<file path="config.mk">
export PLATFORM = sky130hd
export DESIGN_NAME = barrel_shift_arbiter
export DESIGN_NICKNAME = d
export VERILOG_FILES = /design/src/rtl/barrel_shift_pkg.sv /design/src/rtl/modified_barrel_shift.sv /design/src/rtl/barrel_shift_arbiter.sv
export SDC_FILE = /design/constraint.sdc
export NUM_CORES = 1
export LEC_CHECK = 0
export CAP_MARGIN = 10
export CORE_UTILIZATION = 45
export DETAILED_ROUTE_END_ITERATION = 6
export PLACE_DENSITY_LB_ADDON = 0.15
export SETUP_SLACK_MARGIN = 0.4
export SLEW_MARGIN = 5
export SYNTH_ARGS = -nofsm -noshare
export SYNTH_HDL_FRONTEND = slang
export SYNTH_SLANG_ARGS = --single-unit
</file>
<file path="constraint.sdc">
create_clock -name Clk -period 4.5 [get_ports Clk]
set_clock_uncertainty 0.15 [all_clocks]
set_input_delay 0.45 -clock Clk [delete_from_list [all_inputs] [get_ports Clk]]
set_output_delay 0.45 -clock Clk [all_outputs]
set_load 0.02 [all_outputs]
</file>
<file path="src/rtl/barrel_shift_pkg.sv">
// Shared constants, operand types and FSM state encoding for barrel_shift_arbiter.
// Latency: n/a (types only). Backpressure: n/a.
// Optional feature macro: BARREL_SHIFT_ARBITER_RR_EN (see barrel_shift_arbiter).
package barrel_shift_pkg;

   localparam int N = 8;
   localparam int M = $clog2(N);

   typedef logic [N-1:0] data_t;
   typedef logic [M-1:0] amt_t;

   typedef enum logic [1:0] {
      IDLE  = 2'd0,
      SHIFT = 2'd1,
      RESP  = 2'd2
   } state_t;

endpackage

</file>
<file path="src/rtl/modified_barrel_shift.sv">
// Combinational circular rotate: LR=1 rotates left, LR=0 rotates right, no bit loss.
// Latency: 0 cycles (pure combinational). Backpressure: none.
module modified_barrel_shift #(
   parameter int N = 8,
   parameter int M = 3
) (
   input  logic [N-1:0] In,
   input  logic [M-1:0] Num,
   input  logic         LR,
   output logic [N-1:0] Out
);

   logic [2*N-1:0] dbl;
   logic [2*N-1:0] rot_l;
   logic [2*N-1:0] rot_r;

   // Shifting a doubled copy keeps the wrapped bits in the window we slice out.
   always_comb begin
      dbl   = {In, In};
      rot_l = dbl << Num;
      rot_r = dbl >> Num;
      Out   = LR ? rot_l[2*N-1:N] : rot_r[N-1:0];
   end

endmodule

</file>
<file path="src/rtl/barrel_shift_arbiter.sv">
// Two requesters share one rotator; grant in IDLE, result valid two cycles after accept.
// Res_Valid holds Res_Out/Res_Id until Res_Ready; no grants while a result is in flight.
// BARREL_SHIFT_ARBITER_RR_EN selects round-robin tie-break; otherwise requester 0 always wins.
module barrel_shift_arbiter #(
   parameter int N = barrel_shift_pkg::N,
   parameter int M = barrel_shift_pkg::M
) (
   input  logic         Clk,
   input  logic         Rst,
   input  logic         Req0_Valid,
   output logic         Req0_Ready,
   input  logic [N-1:0] Req0_In,
   input  logic [M-1:0] Req0_Num,
   input  logic         Req0_LR,
   input  logic         Req1_Valid,
   output logic         Req1_Ready,
   input  logic [N-1:0] Req1_In,
   input  logic [M-1:0] Req1_Num,
   input  logic         Req1_LR,
   output logic         Res_Valid,
   input  logic         Res_Ready,
   output logic [N-1:0] Res_Out,
   output logic         Res_Id
);

   import barrel_shift_pkg::*;

   state_t       state_q;
   logic [N-1:0] op_in_q;
   logic [M-1:0] op_num_q;
   logic         op_lr_q;
   logic         op_id_q;
   logic [N-1:0] res_out_q;
   logic         res_id_q;
   logic         res_vld_q;

   logic [N-1:0] op_in_d;
   logic [M-1:0] op_num_d;
   logic         op_lr_d;
   logic [N-1:0] shift_out;
   logic         prio0;
   logic         gnt0;
   logic         gnt1;

`ifdef BARREL_SHIFT_ARBITER_RR_EN
   logic last_q;
   // last_q holds the id of the previous grant; requester 0 leads after a grant to 1.
   assign prio0 = last_q;
`else
   assign prio0 = 1'b1;
`endif

   always_comb begin
      gnt0     = (state_q == IDLE) && !Rst && Req0_Valid && (prio0 || !Req1_Valid);
      gnt1     = (state_q == IDLE) && !Rst && Req1_Valid && !gnt0;
      op_in_d  = gnt1 ? Req1_In  : Req0_In;
      op_num_d = gnt1 ? Req1_Num : Req0_Num;
      op_lr_d  = gnt1 ? Req1_LR  : Req0_LR;
   end

   assign Req0_Ready = gnt0;
   assign Req1_Ready = gnt1;
   assign Res_Valid  = res_vld_q;
   assign Res_Out    = res_out_q;
   assign Res_Id     = res_id_q;

   modified_barrel_shift #(.N(N), .M(M)) u_shift (
      .In  (op_in_q),
      .Num (op_num_q),
      .LR  (op_lr_q),
      .Out (shift_out)
   );

   always_ff @(posedge Clk or posedge Rst) begin
      if (Rst) begin
         state_q   <= IDLE;
         op_in_q   <= '0;
         op_num_q  <= '0;
         op_lr_q   <= 1'b0;
         op_id_q   <= 1'b0;
         res_out_q <= '0;
         res_id_q  <= 1'b0;
         res_vld_q <= 1'b0;
`ifdef BARREL_SHIFT_ARBITER_RR_EN
         last_q    <= 1'b1;
`endif
      end else begin
         case (state_q)
            IDLE: begin
               if (gnt0 || gnt1) begin
                  op_in_q  <= op_in_d;
                  op_num_q <= op_num_d;
                  op_lr_q  <= op_lr_d;
                  op_id_q  <= gnt1;
                  state_q  <= SHIFT;
`ifdef BARREL_SHIFT_ARBITER_RR_EN
                  last_q   <= gnt1;
`endif
               end
            end
            SHIFT: begin
               res_out_q <= shift_out;
               res_id_q  <= op_id_q;
               res_vld_q <= 1'b1;
               state_q   <= RESP;
            end
            RESP: begin
               if (Res_Ready) begin
                  res_vld_q <= 1'b0;
                  state_q   <= IDLE;
               end
            end
            default: state_q <= IDLE;
         endcase
      end
   end

endmodule

</file>
==> flow_summary.yaml <==
run_status:
  status: "complete, no violations"
floorplanning:
  die_w_um: 63.9
  initial_utilization_pct: 47.1
  fp.dieH_um: 63.9
  num_io_pins: 41
  dieArea_um2: 4080
  row_count: 22
  core_um2: 3660
logic_synthesis:
  yosys.area_share.simple_pct: 5.37
  ys_warn_count: 0
  ys_ff_latch: 25
  synth.area.top_cells: "dfrtp_1, mux4_1, mux2i_1"
  synth_compound_area_share_pct: 12.1
  synth_area_leader_cell: "dfrtp_1"
  netlist-cell-type-count: 25
  synth_nets: 167
  synthMuxAreaShare_pct: 40.4
  synth_top_area_share_pct: 36.3
  synthAdderAreaFrac_pct: 0
  synth_xor_area_share_pct: 0
  ys_top_cells_by_count: "dfrtp_1, mux2i_1, nor2_1"
  synth_top_family_by_area: "multiplexers"
  yosys_most_used_dff: "dfrtp_1"
  synth_cells: 138
  ys_async_sr_fraction_pct: 100
  ys_seq_area_share_pct: 36.3
  synth_edf_count: 0
  synth_most_common_cell: "dfrtp_1"
  synth_area_um2: 1720
  synth.avg_cell_area_um2: 12.5
power:
  p_leak_uw: 0.000820
  peakVddDrop_v: 0.000228
  power.total_uw: 1330
  power_density_nw_per_um2: 618
drt:
  totalWireLength_um: 3300
  vias_per_cell: 5.65
  drc_errors: 0
  drt-initial-drc-count: 55
  wire_per_inst_um: 15.1
  vias: 1231
  antenna_left: 0
  drt_pass1_iterations: 4
setup_path:
  start_kind: "input pin"
  slowest_delay_ns: 0.65
  cp-startpoint: "Rst"
  required_ns: 3.90
  reg2reg_slack_ns: 2.35
  cp_max_fo: 13
  cpMostUsedCell: "clkdlybuf4s50_1"
  critPathSlowestCell: "clkdlybuf4s50_1"
  crit_path_cell_trace: "clkdlybuf4s50_1, nor3_1, and3b_1, buf_4, clkdlybuf4s50_1"
  worstSetupPathType: "input pin to output pin"
  r2r-start: "op_num_q[1]"
  critPathArrivalTime_ns: 2.35
  crit_path_end_kind: "output pin"
global_route:
  grt_pass1_vias: 1192
  antenna_found_initial: 0
  grt_max_degree: 26
  globalRouteOverflowTotal: 0
  grt_pass1_wl_um: 5430
  grt_usage_pct: 17.6
clocking:
  postCtsHoldBufs: 0
  path_clk_slew_ns: 0.09
  insertion_delay_ns: 0.28
  h-tree-depth: 1
  root_buffer: "clkbuf_8"
  clk_path_buf_depth: 2
  numCtsBuffers: 3
  cts.sink_count: 25
  cts-resized-gates: 0
  post-cts-setup-buffers: 0
  cts_tree: "built"
hold_path:
  hold_start: "op_id_q"
  hp-class: "flop to flop"
placement:
  io_buffer_count: 40
  hpwl_um: 2510
  place_congestion: 0.900
sta:
  period_share_pct: 65.5
  setup_viol_count_final: 0
  slew_viol_final: 0
  final.setup.tns_ns: 0
  hold_ws_ns: 0.369
  timing.fmax_ghz: 0.340
  worst_slew_pin_slew_ns: 0.967
  period_needed_ns: 2.95
  hold_viol_final: 0
  rsz0062_at_grt: "false"
  relSlewSlack_pct: 35.5
finish:
  n_fill_cell: 317
  syn_to_final_growth_pct: 24.9
  nets: 200
  drive_gt1_share_pct: 15.9
  antennaDiodeCount: 0
  final_util_pct: 58.8
flow_run:
  maxCapViolCount: 0
cell families after synthesis:
logic type	after synthesis
AOI/OAI and AO/OA	32
buffers and inverters	16
DFF	25
muxes	45
and+or+nand+nor	20
power by group:
| part | leakage (µW) | switching, µW | internal (µW) |
|---|---|---|---|
| sequential | 0.000276 | 146 | 315 |
| combinational | 0.000519 | 287 | 444 |
| clock | 0.0000255 | 75.0 | 62.2 |
| total | 0.000820 | 508 | 821 |
area by class of cell:
| class | instances | area, µm² | share of cell area, % |
|---|---|---|---|
| flip-flops and latches | 25 | 626 | 29.1 |
| repair buffers | 42 | 415 | 19.3 |
| clock buffers | 3 | 41.3 | 1.92 |
| multi-input cells | 97 | 997 | 46.3 |
| clock inverters | 1 | 5.00 | 0.233 |
| inverters | 2 | 7.51 | 0.349 |
| well taps | 48 | 60.1 | 2.79 |
critical path, delay by kind of cell:
kind	cells	cell delay [ns]
and+or+nand+nor	2	0.57
buffers and inverters	3	1.32
flip-flops by register name (all words and copies together), names as in the netlist:
register	count
Res_Id	1
Res_Out	8
Res_Valid	1
op_id_q	1
op_in_q	8
op_lr_q	1
op_num_q	3
state_q	2
layer usage:
metal / part of all wire [%] / up-vias / track usage [%]
met5: 0 / - / 0
met4: 1.5 / 0 / 7.10
met3: 3.7 / 5 / 3.04
met2: 52 / 34 / 31.4
met1: 43 / 586 / 20.8
li1: - / 606 / -
worst paths after layout:
path	cells past startpoint	to
setup / recovery	5	Req1_Ready
hold / removal	2	op_id_q
setup reg to reg	4	Res_Out[1]
hold reg to reg	2	op_id_q
max in group asynchronous	2	op_num_q[0]
min in group asynchronous	2	op_in_q[6]
cells in the final DEF, fill, tap and decap left out, drive strengths merged:
cell type | synthesis | layout
and3b | 1 | 1
nand2b | 1 | 1
nor2b | 1 | 1
buf | 11 | 2
inv | 2 | 2
a21oi | 13 | 13
nor2 | 14 | 14
mux2 | 9 | 9
clkdlybuf4s50 | 0 | 40
clkbuf | 3 | 3
mux2i | 20 | 20
dfrtp | 25 | 25
o21ai | 1 | 1
nor3 | 1 | 1
o21a | 1 | 1
and2 | 1 | 1
a31oi | 9 | 9
clkinv | 0 | 1
mux4 | 16 | 16
nand3b | 1 | 1
o22ai | 8 | 8
per-stage QoR:
| step | area [µm²] | cells | setup WS (ns) |
|---|---|---|---|
| floorplan | 1720 | 138 | 2.69 |
| global placement | 2110 | 214 | 1.66 |
| detailed placement | 2110 | 214 | 1.57 |
| CTS | 2150 | 218 | 1.57 |
| global route | 2150 | 218 | 1.50 |
| finish | 2150 | 218 | 1.55 |
No activity file was read; power rests on OpenSTA's default activity.
